--- src/rtl/bids22_pkg.sv ---
// -----------------------------------------------------------------------------
// bids22_pkg
// Shared definitions for the bid-controller host sequencer:
//   bids_op_t     - controller C_op encoding plus the host-only RUN opcode
//   bids_err_t    - controller err codes plus the sequencer timeout code
//   seq_state_t   - sequencer FSM states
// -----------------------------------------------------------------------------
package bids22_pkg;

   typedef enum logic [3:0] {
      NoOperation = 4'h0,
      Unlock      = 4'h1,
      Lock        = 4'h2,
      LoadX       = 4'h3,
      LoadY       = 4'h4,
      LoadZ       = 4'h5,
      SetXYZ      = 4'h6,
      SetTimer    = 4'h7,
      BidCharge   = 4'h8,
      RUN         = 4'hF
   } bids_op_t;

   typedef enum logic [2:0] {
      ERR_NONE             = 3'd0,
      ERR_BADKEY           = 3'd1,
      ERR_ALREADY_UNLOCKED = 3'd2,
      ERR_START_UNLOCKED   = 3'd3,
      ERR_INVALID_OP       = 3'd4,
      ERR_TIMEOUT          = 3'd7
   } bids_err_t;

   typedef enum logic [2:0] {
      S_IDLE    = 3'd0,
      S_ISSUE   = 3'd1,
      S_BACKOFF = 3'd2,
      S_ROUND   = 3'd3,
      S_DRAIN   = 3'd4,
      S_RESP    = 3'd5
   } seq_state_t;

endpackage

--- src/rtl/bids22_seq_timer.sv ---
// -----------------------------------------------------------------------------
// bids22_seq_timer
// Loadable down-counter shared by the BACKOFF, ROUND and DRAIN-timeout phases.
// Ports:
//   clk, reset_n  clock / asynchronous active-low reset
//   load          load load_val (takes priority over en)
//   load_val      value to load (W bits)
//   en            decrement by one, saturating at zero
//   done          count is at its last cycle (count <= 1)
// -----------------------------------------------------------------------------
module bids22_seq_timer #(
   parameter int unsigned W = 16
) (
   input  logic         clk,
   input  logic         reset_n,
   input  logic         load,
   input  logic [W-1:0] load_val,
   input  logic         en,
   output logic         done
);

   logic [W-1:0] count;

   always_ff @(posedge clk or negedge reset_n) begin
      if (!reset_n) begin
         count <= '0;
      end else if (load) begin
         count <= load_val;
      end else if (en && (count != '0)) begin
         count <= count - 1'b1;
      end
   end

   assign done = (count <= W'(1));

endmodule

--- src/rtl/bids22_ctrl_seq.sv ---
// -----------------------------------------------------------------------------
// bids22_ctrl_seq
// Host-side initiator for the bid controller's C-interface. Takes one request
// at a time (configure / lock / unlock / run round), drives C_op/C_data/C_start
// cycle-accurately and returns one response per request.
// Ports:
//   clk, reset_n                       clock / async active-low reset
//   req_valid/req_ready/req_op/req_data request channel (req_op 4'hF = RUN)
//   rsp_valid/rsp_ready                 response channel
//   rsp_err/rsp_maxbid/rsp_win          response fields
//   C_op/C_data/C_start                 to controller
//   ready/err/roundOver/maxBid/win      from controller
//   stat_rounds/stat_badkey             statistics (zero unless enabled)
// Optional feature: define BIDS_SEQ_STATS_EN to build the statistics counters.
// -----------------------------------------------------------------------------
module bids22_ctrl_seq
   import bids22_pkg::*;
#(
   parameter int unsigned ROUND_TIMEOUT = 64,
   parameter int unsigned LEN_W         = 16
) (
   input  logic        clk,
   input  logic        reset_n,
   input  logic        req_valid,
   output logic        req_ready,
   input  logic [3:0]  req_op,
   input  logic [31:0] req_data,
   output logic        rsp_valid,
   input  logic        rsp_ready,
   output logic [2:0]  rsp_err,
   output logic [31:0] rsp_maxbid,
   output logic [2:0]  rsp_win,
   output logic [3:0]  C_op,
   output logic [31:0] C_data,
   output logic        C_start,
   input  logic        ready,
   input  logic [2:0]  err,
   input  logic        roundOver,
   input  logic [31:0] maxBid,
   input  logic [2:0]  win,
   output logic [15:0] stat_rounds,
   output logic [7:0]  stat_badkey
);

   localparam int unsigned TO_W = $clog2(ROUND_TIMEOUT + 1);
   localparam int unsigned TW   = (LEN_W > TO_W) ? LEN_W : TO_W;

   seq_state_t  state;
   logic        locked;
   logic [3:0]  shadow_timer;
   logic [2:0]  round_err;
   logic        accept;
   logic        tmr_load;
   logic        tmr_en;
   logic [TW-1:0] tmr_val;
   logic        tmr_done;
   logic [LEN_W-1:0] run_len;

   assign accept  = (state == S_IDLE) && req_valid && req_ready;
   assign run_len = req_data[LEN_W-1:0];

   // Timer loads happen on the edge that enters the timed phase, so the
   // phase lasts exactly load_val cycles (done is seen on its last cycle).
   always_comb begin
      tmr_load = 1'b0;
      tmr_val  = '0;
      case (state)
         S_IDLE: begin
            if (accept && (req_op == RUN) && locked) begin
               tmr_load = 1'b1;
               tmr_val  = (run_len == '0) ? TW'(1) : TW'(run_len);
            end
         end
         S_ISSUE: begin
            if (err == ERR_BADKEY) begin
               tmr_load = 1'b1;
               tmr_val  = (shadow_timer == 4'd0) ? TW'(1) : TW'(shadow_timer);
            end
         end
         S_ROUND: begin
            if (tmr_done) begin
               tmr_load = 1'b1;
               tmr_val  = TW'(ROUND_TIMEOUT);
            end
         end
         default: ;
      endcase
   end

   assign tmr_en = (state == S_BACKOFF) || (state == S_ROUND) || (state == S_DRAIN);

   bids22_seq_timer #(.W(TW)) u_timer (
      .clk      (clk),
      .reset_n  (reset_n),
      .load     (tmr_load),
      .load_val (tmr_val),
      .en       (tmr_en),
      .done     (tmr_done)
   );

   always_ff @(posedge clk or negedge reset_n) begin
      if (!reset_n) begin
         state        <= S_IDLE;
         req_ready    <= 1'b0;
         rsp_valid    <= 1'b0;
         rsp_err      <= '0;
         rsp_maxbid   <= '0;
         rsp_win      <= '0;
         C_op         <= '0;
         C_data       <= '0;
         C_start      <= 1'b0;
         locked       <= 1'b0;
         shadow_timer <= 4'hF;
         round_err    <= '0;
      end else begin
         case (state)
            S_IDLE: begin
               if (accept) begin
                  req_ready <= 1'b0;
                  if (req_op == RUN) begin
                     if (!locked) begin
                        state      <= S_RESP;
                        rsp_valid  <= 1'b1;
                        rsp_err    <= ERR_START_UNLOCKED;
                        rsp_maxbid <= '0;
                        rsp_win    <= '0;
                     end else begin
                        state     <= S_ROUND;
                        C_start   <= 1'b1;
                        round_err <= '0;
                     end
                  end else begin
                     state  <= S_ISSUE;
                     C_op   <= req_op;
                     C_data <= req_data;
                  end
               end else begin
                  req_ready <= ready;
               end
            end
            // C_op/C_data still hold the issued request during this cycle.
            S_ISSUE: begin
               C_op   <= '0;
               C_data <= '0;
               if (err == ERR_NONE) begin
                  if (C_op == Lock)     locked       <= 1'b1;
                  if (C_op == Unlock)   locked       <= 1'b0;
                  if (C_op == SetTimer) shadow_timer <= C_data[3:0];
               end
               if (err == ERR_BADKEY) begin
                  state <= S_BACKOFF;
               end else begin
                  state      <= S_RESP;
                  rsp_valid  <= 1'b1;
                  rsp_err    <= err;
                  rsp_maxbid <= '0;
                  rsp_win    <= '0;
               end
            end
            S_BACKOFF: begin
               if (tmr_done) begin
                  state      <= S_RESP;
                  rsp_valid  <= 1'b1;
                  rsp_err    <= ERR_BADKEY;
                  rsp_maxbid <= '0;
                  rsp_win    <= '0;
               end
            end
            S_ROUND: begin
               if ((err != ERR_NONE) && (round_err == ERR_NONE)) begin
                  round_err <= err;
               end
               if (tmr_done) begin
                  C_start <= 1'b0;
                  state   <= S_DRAIN;
               end
            end
            S_DRAIN: begin
               if (roundOver) begin
                  state      <= S_RESP;
                  rsp_valid  <= 1'b1;
                  rsp_err    <= round_err;
                  rsp_maxbid <= maxBid;
                  rsp_win    <= win;
               end else if (tmr_done) begin
                  state      <= S_RESP;
                  rsp_valid  <= 1'b1;
                  rsp_err    <= ERR_TIMEOUT;
                  rsp_maxbid <= '0;
                  rsp_win    <= '0;
               end
            end
            S_RESP: begin
               if (rsp_ready) begin
                  rsp_valid <= 1'b0;
                  state     <= S_IDLE;
                  req_ready <= ready;
               end
            end
            default: state <= S_IDLE;
         endcase
      end
   end

`ifdef BIDS_SEQ_STATS_EN
   logic [15:0] rounds_q;
   logic [7:0]  badkey_q;

   always_ff @(posedge clk or negedge reset_n) begin
      if (!reset_n) begin
         rounds_q <= '0;
         badkey_q <= '0;
      end else begin
         if ((state == S_DRAIN) && roundOver && (rounds_q != '1)) begin
            rounds_q <= rounds_q + 1'b1;
         end
         if ((state == S_ISSUE) && (err == ERR_BADKEY) && (badkey_q != '1)) begin
            badkey_q <= badkey_q + 1'b1;
         end
      end
   end

   assign stat_rounds = rounds_q;
   assign stat_badkey = badkey_q;
`else
   assign stat_rounds = '0;
   assign stat_badkey = '0;
`endif

endmodule
--- config.mk ---
export PLATFORM = sky130hd
export DESIGN_NAME = bids22_ctrl_seq
export DESIGN_NICKNAME = d
export VERILOG_FILES = /design/src/rtl/bids22_pkg.sv /design/src/rtl/bids22_seq_timer.sv /design/src/rtl/bids22_ctrl_seq.sv
export SDC_FILE = /design/constraint.sdc
export NUM_CORES = 1
export LEC_CHECK = 0
export BUFFER_PORTS_ARGS = -buffer_cell sky130_fd_sc_hd__clkbuf_2
export CAP_MARGIN = 20
export CORE_UTILIZATION = 50
export CTS_BUF_LIST = sky130_fd_sc_hd__clkbuf_8
export DETAILED_ROUTE_END_ITERATION = 8
export PLACE_DENSITY = 0.81
export SYNTH_ARGS = -nofsm -noshare
export SYNTH_HDL_FRONTEND = slang
export SYNTH_HIERARCHICAL = 1
export SYNTH_SLANG_ARGS = --single-unit
--- constraint.sdc ---
create_clock -name clk -period 4.35 [get_ports clk]
set_clock_uncertainty 0.1 [all_clocks]
set_input_delay 0.6525 -clock clk [delete_from_list [all_inputs] [get_ports clk]]
set_output_delay 0.6525 -clock clk [all_outputs]
set_load 0.1 [all_outputs]
# After elaboration in Yosys (flattened, before gate mapping)
# Index checks and enable logic that the tools add are counted.
# W data, S select, Z words.
totals:
  regBits: 104
  input_bits: 80
  out_inout_bits: 101
  elab_cells: 140
op_classes:
  add_sub_neg: 1
  magnitude_cmp: 1
  n_eq_ne: 21
  n_mux: 72
  n_reduce_logical: 32
ops:
  columns: ["cell", "n"]
  rows:
  - ["$mux W32", 8]
  - ["$pmux W32 S4", 1]
  - ["$mux W3", 25]
  - ["$mux W16", 4]
  - ["$pmux W32 S2", 1]
  - ["$pmux W16 S3", 1]
  - ["$pmux W3 S4", 2]
  - ["$mux W1", 18]
  - ["$pmux W3 S6", 1]
  - ["$le A16 B1 Y1 const B", 1]
  - ["$logic_not A16 Y1", 1]
  - ["$mux W4", 4]
  - ["$ne A2 B2 Y1 const B", 8]
  - ["$reduce_bool A16 Y1", 1]
  - ["$sub A16 B1 Y16 const B", 1]
  - ["$reduce_and A5 Y1", 3]
  - ["$reduce_and A3 Y1", 4]
  - ["$reduce_bool A2 Y1", 5]
  - ["$logic_not A3 Y1", 3]
  - ["$pmux W4 S2", 1]
  - ["$mux W7", 1]
  - ["$reduce_and A7 Y1", 1]
  - ["$eq A3 B1 Y1 const B", 2]
  - ["$eq A3 B2 Y1 const B", 2]
  - ["other kinds (19)", 28]

# Logic depth before layout (Yosys ltp)
# Gate-level depths: netlist (run 1).
depth:
  word_depth: 8
  mapped_depth: 10
  depth_no_buf: 10

# Modules after synthesis
# Netlist (run 1), hierarchy kept.
by_module_without_submodules:
  columns: ["mod", "n_inst", "cells_each", "area_each_um2", "seq_area_each_um2"]
  rows:
  - ["bids22_ctrl_seq", 1, 404, 4041.4, 2207.1]
  - ["bids22_seq_timer", 1, 114, 1008.5, 400.4]

# Worst setup path after synthesis (run 1)
# No wires, ideal clock.
synth_path:
  path_kind: "reg-to-reg"
  from: "reg u_timer.count[4]"
  to: "reg u_timer.count[14]"
  setup_time_ns: 0.141
  t_arrival_ns: 2.444
  required_time_ns: 4.109
  setup_slack_ns: 1.665
  stages_incl_launch_ff: 10
  path_buffers: 1
  synth_period_minus_slack_ns: 2.685
  cell_sequence: "dfrtp_1 nor4_1 nand4_1 nor2_1 nand4_1 o211ai_1 inv_1 clkbuf_1 o311ai_0 nand3_1"
synth_between:
  elab_chain_len: 4
  word_cells_on_any_way: 9
  classes_between: "add/sub: 1; order compare: 1; mux: 4; reduce/logical: 3"
synth_lines:
  columns: ["item", "line", "source"]
  rows:
  - ["start: declaration", "bids22_seq_timer.sv:22", "logic [W-1:0] count;"]
  - ["start signal: assignment", "bids22_seq_timer.sv:28", "count <= load_val;"]
  - ["start signal: assignment", "bids22_seq_timer.sv:30", "count <= count - 1'b1;"]
  - ["$le A16 B1 Y1 (*)", "bids22_seq_timer.sv:34", "assign done = (count <= W'(1));"]
  - ["net tmr_done", "bids22_ctrl_seq.sv:56", "logic tmr_done;"]
  - ["$mux W1 (*)", "bids22_ctrl_seq.sv:81", "if (tmr_done) begin"]
  - ["$pmux W1 S3 (*)", "bids22_ctrl_seq.sv:67", "case (state)"]
  - ["net tmr_load", "bids22_ctrl_seq.sv:53", "logic tmr_load;"]
  - ["$mux W16 / $reduce_bool A2 Y1 (equally long branches)", null, null]
# Mark *: on every way through the listed nets, which the timed path passes. The rest lies on a longest branch. The select of a mux whose other input is x is not followed.
# A chain may end at the register's enable or synchronous reset.

# Worst setup path in the final report (run 1)
layout_path:
  from: "reg u_timer.count[11]"
  to: "reg u_timer.count[14]"
# The elaborated chain is that of the path after synthesis.

==> impl_metrics.json, run 1 <==
{
  "cts_setup_buffers": 0,
  "yosys.area.top_type_share_pct": 49.6,
  "path_cells": "nor4_1 -> nand4_1 -> nor2_1 -> nand4_1 -> o211ai_1 -> inv_1 -> o311ai_0 -> nand3_1",
  "max_slew_margin_pct": 22.7,
  "utilization_pct": 62.1,
  "start_kind": "register",
  "cts.clk_slew.worst_paths_ps": 100,
  "layout_common_cells": "clkbuf_2, dfrtp_1, nand2_1, o21ai_0, a22o_1",
  "wl_mm": 12.6,
  "synthCells": 518,
  "portBuffers": 156,
  "drc_errors": 0,
  "critPathKind": "register to register",
  "cts.path.max_buffers": 2,
  "hp-class": "primary input to asynchronous set/reset pin",
  "grt_pass1_vias": 4086,
  "finalSetupViolations": 0,
  "clock_latency_ps": 360,
  "grt_max_degree": 73,
  "gp_congestion": 0.914,
  "fp-row-count": 36,
  "grt_pass1_wl_mm": 20.1,
  "synth_edf_count": 0,
  "core-area_um2": 9770,
  "synth_area_um2": 5050,
  "synth-simple-area-share_pct": 19.2,
  "fin_cells": 796,
  "ys_seq_area_share_pct": 51.6,
  "crit_arrival_ps": 3630,
  "synth-compound-area-share_pct": 19.0,
  "die_w_um": 102,
  "endpoint_kind": "register",
  "ys_seq_elements": 104,
  "mostFrequentLayoutCell": "clkbuf_2",
  "critical_path_buf_inv_count": 1,
  "crit_family": "simple AND/OR/NAND/NOR gates",
  "overflow": 0,
  "synth-adder-area-share_pct": 0.496,
  "fin_nets": 740,
  "fmax_ghz": 0.286,
  "fin_crit_ps": 3490,
  "max_cap_viol_count": 0,
  "yosys.area.top_type": "dfrtp_1",
  "synth_xor_area_share_pct": 0.694,
  "io_pins": 181,
  "antenna_found_initial": 0,
  "crit_path_top_delay_cell": "nor4_1",
  "worstPathMaxFanout": 21,
  "cts_hold_buf": 0,
  "whs_ps": 267,
  "avgRoutedWirePerCell_um": 15.9,
  "yosys_warnings": 6,
  "cts-root-buf": "clkbuf_8",
  "synth.area.mux_share_pct": 1.98,
  "die_area_um2": 10500,
  "avgSynthCellArea_um2": 9.75,
  "synth_area_leaders": "dfrtp_1, nand2_1, a22o_1",
  "synth_top_flop_cell": "dfrtp_1",
  "die_y_um": 102,
  "fin_crit_sh_pct": 80.3,
  "status": "completed",
  "cts_tree": "built",
  "numCtsBuffers": 9,
  "n_antenna_cell": 0,
  "cp_common_cell": "nand4_1",
  "drive_above_1_share_pct": 30.3,
  "initial_core_util_pct": 51.7,
  "slew_viol_final": 0,
  "synth_async_sr_flop_share_pct": 100,
  "htree_num_levels": 3,
  "max_slew.worst_pin.slew_ps": 1150,
  "crit_path_max_incr_delay_ps": 640,
  "clkSinkCount": 104,
  "placedCellCount": 780,
  "first_pass_iters": 5,
  "grt_setup_unrepaired": "false",
  "dpl.hpwl_mm": 9.01,
  "ant_nets": 0,
  "drtIter0Drc": 325,
  "gr-usage-all-layers_pct": 24.5,
  "synth_cell_types": 62,
  "tns_ps": 0,
  "post_cts_resized": 0,
  "finalHoldViolCount": 0,
  "viasPerCell": 5.61,
  "synth_top_family_by_area": "simple AND/OR/NAND/NOR gates",
  "via_count": 4465,
  "area_growth_pct": 20.1,
  "crit_required_ps": 4480
}
[cell type report]
type / instances / area, um^2
clock buffer: 9 / 124
fill: 803 / 3710
clock inverter: 7 / 88.8
tap: 133 / 166
inverter: 11 / 41.3
multi-input combinational: 371 / 2200
sequential: 104 / 2610
timing repair buffer: 161 / 841
[registers in the layout (all words and copies together) (netlist names)]
register       cells
rsp_maxbid        32
u_timer/count     16
C_op               4
shadow_timer       4
req_ready          1
C_data            32
C_start            1
rsp_valid          1
locked             1
rsp_win            3
state              3
round_err          3
rsp_err            3
[per-layer routing]
layer	wire length, um	up-vias	global-route usage (%)	share of wire (%)
met5	0	-	0	0
met4	228	0	9.89	1.8
met3	747	22	3.73	5.9
met2	6270	207	38.7	50
met1	5400	2138	34.1	43
li1	-	2098	-	-
[metrics by stage]
step | worst slack, ps | cell area [um^2]
after floorplan | 1670 | 5140
after global placement | 1030 | 5830
after detailed placement | 953 | 5850
after CTS | 898 | 6070
after global routing | 471 | 6070
final | 856 | 6070
[path summary, 6_finish.rpt]
| check | startpoint | to | slack, ps | cells past startpoint |
|---|---|---|---|---|
| min in group clk | C_data[22] | C_data[22] | 390 | 2 |
| setup reg to reg | u_timer/count[11] | u_timer/count[14] | 860 | 8 |
| max in group asynchronous | reset_n | C_data[29] | 2850 | 2 |
| hold reg to reg | C_data[22] | C_data[22] | 390 | 2 |
| hold / removal | reset_n | rsp_maxbid[22] | 270 | 1 |
| setup / recovery | u_timer/count[11] | u_timer/count[14] | 860 | 8 |
[synthesized netlist by cell type, drive strengths merged, types with 2 or more instances]
cell and number:
mux2 8, xnor2 2, nor4 9, a22o 38
or4 11, ha 2, o221ai 2, o31a 2
nand4 7, o211ai 3, nor3b 6, or2 3
a41oi 2, or3b 2, o2111ai 2, a211o 2
dfrtp 100, nand3 6, a31oi 9, o31ai 7
or3 6, o41ai 2, clkbuf 20, and2 12
dfstp 4, nor3 5, nand2b 2, o21ai 50
buf 35, nor2 21, nand2 97, xor2 2
o22ai 3, a21oi 9, inv 10
[kinds of logic after synthesis]
logic type,Yosys count
compound gates,139
xor+xnor,4
fa+ha+maj,2
buf+inv,66
flops,104
mux,9
other cells,1
simple gates,193
Power of run 1 is left out: the tool's default activity adds up to more than one toggle a clock period on the data nets, which glitch-free logic cannot reach.
==> inputs of run 2 (changes only) <==
--- a/config.mk
+++ b/config.mk
@@ -7,10 +7,10 @@
 export LEC_CHECK = 0
 export BUFFER_PORTS_ARGS = -buffer_cell sky130_fd_sc_hd__clkbuf_2
 export CAP_MARGIN = 20
-export CORE_UTILIZATION = 50
+export CORE_UTILIZATION = 47
 export CTS_BUF_LIST = sky130_fd_sc_hd__clkbuf_8
 export DETAILED_ROUTE_END_ITERATION = 8
-export PLACE_DENSITY = 0.81
+export PLACE_DENSITY = 0.8
 export SYNTH_ARGS = -nofsm -noshare
 export SYNTH_HDL_FRONTEND = slang
 export SYNTH_HIERARCHICAL = 1
==> constraint.sdc (replaced) <==
create_clock -name clk -period 3 [get_ports clk]
set_clock_uncertainty 0.1 [all_clocks]
set_input_delay 0.45 -clock clk [delete_from_list [all_inputs] [get_ports clk]]
set_output_delay 0.45 -clock clk [all_outputs]
set_load 0.1 [all_outputs]
==> impl_metrics.json, run 2 (same netlist as run 1, synthesis figures left out) <==
{
  "status": "completed",
  "timing.rr.start": "state[2]",
  "grt_pass1_vias": 4229,
  "portBuffers": 156,
  "grt_max_degree": 105,
  "placedCellCount": 793,
  "cts_tree": "built",
  "die_w_um": 106,
  "die_y_um": 106,
  "crit_required_ps": 3180,
  "wl_mm": 12.6,
  "drtIter0Drc": 276,
  "numCtsBuffers": 9,
  "worstRegToRegCells": 6,
  "reg.largest.list": "C_data x32, rsp_maxbid x32, u_timer/count x16",
  "layout_common_cells": "clkbuf_2, dfrtp_1, nand2_1, o21ai_0, a22o_1",
  "ant_nets": 0,
  "cts.path.max_buffers": 2,
  "viasPerCell": 5.52,
  "clock_latency_ps": 370,
  "fin_crit_ps": 2750,
  "setup_ws_ps": 250,
  "max_slew_margin_pct": 44.4,
  "critPathKind": "register to register",
  "crit_path_max_incr_delay_ps": 680,
  "finalSetupViolations": 0,
  "via_count": 4484,
  "max_slew.worst_pin.slew_ps": 830,
  "first_pass_iters": 5,
  "start_kind": "register",
  "core-area_um2": 10400,
  "hp-class": "primary input to asynchronous set/reset pin",
  "area_growth_pct": 22.3,
  "io_pins": 181,
  "max_cap_viol_count": 0,
  "worstPathMaxFanout": 18,
  "drc_errors": 0,
  "crit_arrival_ps": 2930,
  "endpoint_kind": "register",
  "gp_congestion": 0.870,
  "initial_core_util_pct": 48.7,
  "overflow": 0,
  "fin_nets": 753,
  "cts.clk_slew.worst_paths_ps": 100,
  "dpl.hpwl_mm": 8.90,
  "path_cells": "clkinv_1 -> o21ai_0 -> inv_1 -> a41o_1 -> or4_2 -> a31oi_1",
  "fin_cells": 812,
  "htree_num_levels": 3,
  "fmax_ghz": 0.364,
  "gr-usage-all-layers_pct": 22.6,
  "crit_path_top_delay_cell": "dfrtp_1",
  "fill_cells": 921,
  "drive_above_1_share_pct": 32.4,
  "finalHoldViolCount": 0,
  "tns_ps": 0,
  "avgRoutedWirePerCell_um": 15.6,
  "clkSinkCount": 104,
  "slew_viol_final": 0,
  "fin_crit_sh_pct": 91.7,
  "r2r_end": "u_timer/count[5]",
  "n_antenna_cell": 0,
  "mostFrequentLayoutCell": "clkbuf_2",
  "die_area_um2": 11200,
  "cp-endpoint": "u_timer/count[5]",
  "cts-root-buf": "clkbuf_8",
  "antenna_found_initial": 0,
  "grt_pass1_wl_mm": 20.2,
  "place_ws_ps": 253,
  "fp-row-count": 37,
  "grt_setup_unrepaired": "false",
  "ff2ff_setup_slack_ps": 250,
  "crit_start": "state[2]"
}
run 2: cell types whose count changed in the layout (fill, tap and decap cells not counted), sizes merged:
| cell | delta |
|---|---|
| buf | +12 |
| bufinv | -1 |
| clkinv | +1 |
| clkinvlp | +2 |
| inv | -1 |
run 2: final cells by class:
type	instances	area [um^2]	area share (%)
repair inverters	1	7.51	0.122
multi-input cells	371	2210	35.8
well taps	136	170	2.75
flip-flops and latches	104	2610	42.2
repair buffers	173	936	15.1
inverters	11	45.0	0.729
clock buffers	9	124	2.00
clock inverters	7	77.6	1.26
run 2: worst min path at each step:
stage	from	to	cells past startpoint
after floorplan	reset_n	C_data[0]	0
after global placement	C_data[11]	C_data[11]	2
after detailed placement	C_data[4]	C_data[4]	2
after CTS	reset_n	rsp_maxbid[10]	2
after global routing	reset_n	C_data[21]	2
final	reset_n	C_data[22]	2
run 2: critical path, delay by kind of cell, from the launching register on:
family / cells / cell delay [ps]
compound gates: 3 / 960
flops: 1 / 680
simple gates: 1 / 660
buf+inv: 2 / 260
run 2: repair_timing:
action / in CTS / in global routing
setup buffers: 0 / 2
resized for setup: 0 / 4
hold buffers: 0 / 0
setup endpoints to repair: 0 / 11
run 2: per-layer routing:
metal  vias to the layer above  GRT usage, %  share of wire (%)
li1                       2120             -                  -
met1                      2156          29.5                 43
met2                       179          37.4                 49
met3                        29          3.65                5.2
met4                         0          9.82                2.8
met5                         -             0                  0
run 2: metrics by stage:
step	util [%]	hold slack, ps	area [um^2]
final	59.6	31.4	6180
after CTS	59.2	46.3	6140
after detailed placement	57.3	372	5940
after global routing	59.6	97.5	6180
after global placement	57.3	365	5940
after floorplan	-	54.4	5140
Power of run 2 is left out for the same reason.
==> inputs of run 3 (changes only) <==
--- a/config.mk
+++ b/config.mk
@@ -11,6 +11,8 @@
 export CTS_BUF_LIST = sky130_fd_sc_hd__clkbuf_8
 export DETAILED_ROUTE_END_ITERATION = 8
 export PLACE_DENSITY = 0.8
+export REMOVE_ABC_BUFFERS = 1
+export SKIP_CTS_REPAIR_TIMING = 1
 export SYNTH_ARGS = -nofsm -noshare
 export SYNTH_HDL_FRONTEND = slang
 export SYNTH_HIERARCHICAL = 1
==> impl_metrics.json, run 3 (same netlist as run 1, synthesis figures left out) <==
{
  "status": "finished with violations",
  "violations": "negative hold slack",
  "endpoint_kind": "register",
  "cts.clk_slew.worst_paths_ps": 100,
  "worstSetupPathDepth": 8,
  "n_antenna_cell": 0,
  "r2r_end": "u_timer/count[14]",
  "slew_viol_final": 0,
  "ant_nets": 0,
  "timing.rr.start": "u_timer/count[14]",
  "io_pins": 181,
  "ff2ff_setup_slack_ps": 430,
  "clock_latency_ps": 380,
  "whs_ps": -10.9,
  "hp-class": "primary input to asynchronous set/reset pin",
  "grt_pass1_vias": 4343,
  "cp_common_cell": "nand4_1",
  "finalHoldViolCount": 9,
  "worstPathMaxFanout": 21,
  "fin_crit_ps": 2570,
  "crit_family": "simple AND/OR/NAND/NOR gates",
  "grt_setup_unrepaired": "false",
  "dpl.hpwl_mm": 9.32,
  "gp_congestion": 0.879,
  "worstRegToRegCells": 8,
  "cts_tree": "built",
  "htree_num_levels": 3,
  "initial_core_util_pct": 48.7,
  "portBuffers": 156,
  "drtIter0Drc": 301,
  "max_slew_margin_pct": 55.6,
  "max_cap_viol_count": 0,
  "start_kind": "register",
  "cts-root-buf": "clkbuf_8",
  "area_growth_pct": 21.0,
  "antenna_found_initial": 0,
  "avgRoutedWirePerCell_um": 15.9,
  "gr-usage-all-layers_pct": 23.6,
  "drive_above_1_share_pct": 31.6,
  "first_pass_iters": 4,
  "numCtsBuffers": 9,
  "grt_max_degree": 55,
  "path_cells": "nor4_1 -> nand4_1 -> nor2_1 -> nand4_1 -> o211ai_1 -> inv_1 -> o311ai_0 -> nand3_1",
  "fin_nets": 750,
  "reg.largest.list": "C_data x32, rsp_maxbid x32, u_timer/count x16",
  "crit_arrival_ps": 2720,
  "wl_mm": 12.9,
  "critical_path_buf_inv_count": 1,
  "mostFrequentLayoutCell": "clkbuf_2",
  "die_w_um": 106,
  "overflow": 0,
  "crit_path_max_incr_delay_ps": 560,
  "die_area_um2": 11200,
  "fp-row-count": 37,
  "clkSinkCount": 104,
  "crit_path_top_delay_cell": "nor4_1",
  "viasPerCell": 5.53,
  "layout_common_cells": "clkbuf_2, dfrtp_1, nand2_1, o21ai_0, a22o_1",
  "critPathKind": "register to register",
  "cts.path.max_buffers": 2,
  "crit_required_ps": 3150,
  "fin_crit_sh_pct": 85.6,
  "finalSetupViolations": 0,
  "max_slew.worst_pin.slew_ps": 666,
  "via_count": 4476,
  "die_y_um": 106,
  "grt_pass1_wl_mm": 20.9,
  "core-area_um2": 10400,
  "drc_errors": 0,
  "fmax_ghz": 0.390
}
[run 3: how the worst max path moves through the flow]
stage	start	end	slack, ps
detailed placement	u_timer/count[14]	u_timer/count[14]	470
CTS	state[0]	u_timer/count[14]	440
global route	state[0]	u_timer/count[14]	200
floorplan	req_op[2]	C_data[0]	-570
global placement	state[0]	u_timer/count[5]	570
finish	u_timer/count[14]	u_timer/count[14]	430
[run 3: area by class of cell]
type                    count  area, um^2
flip-flops and latches    104        2610
fillers                   913        4260
clock inverters             6        48.8
well taps                 136         170
clock buffers              10         138
repair buffers            171         908
multi-input cells         371        2200
inverters                  11        41.3
[run 3: routing by layer]
layer  wire (um)  GRT usage [%]
met1        5410           29.4
met2        6670           40.4
met3         528           3.34
met4         289           11.3
met5           0              0
[run 3: worst reg2reg max path, stage by stage (launching register included)]
cell,delay (ps)
dfrtp_1,430
nor4_1,560
nand4_1,160
nor2_1,200
nand4_1,170
o211ai_1,150
inv_1,310
o311ai_0,240
nand3_1,110
[run 3: stage by stage]
stage	cell area [um^2]	utilization, %	std cells	TNS, ps	setup WS, ps
2_1_floorplan	4820	-	486	-28760	-566
3_3_place_gp	5930	57.1	793	0	571
3_5_place_dp	5930	57.1	793	0	467
4_1_cts	6110	58.9	809	0	441
5_1_grt	6110	58.9	809	0	202
6_report	6110	58.9	809	0	433
Power of run 3 is left out for the same reason.
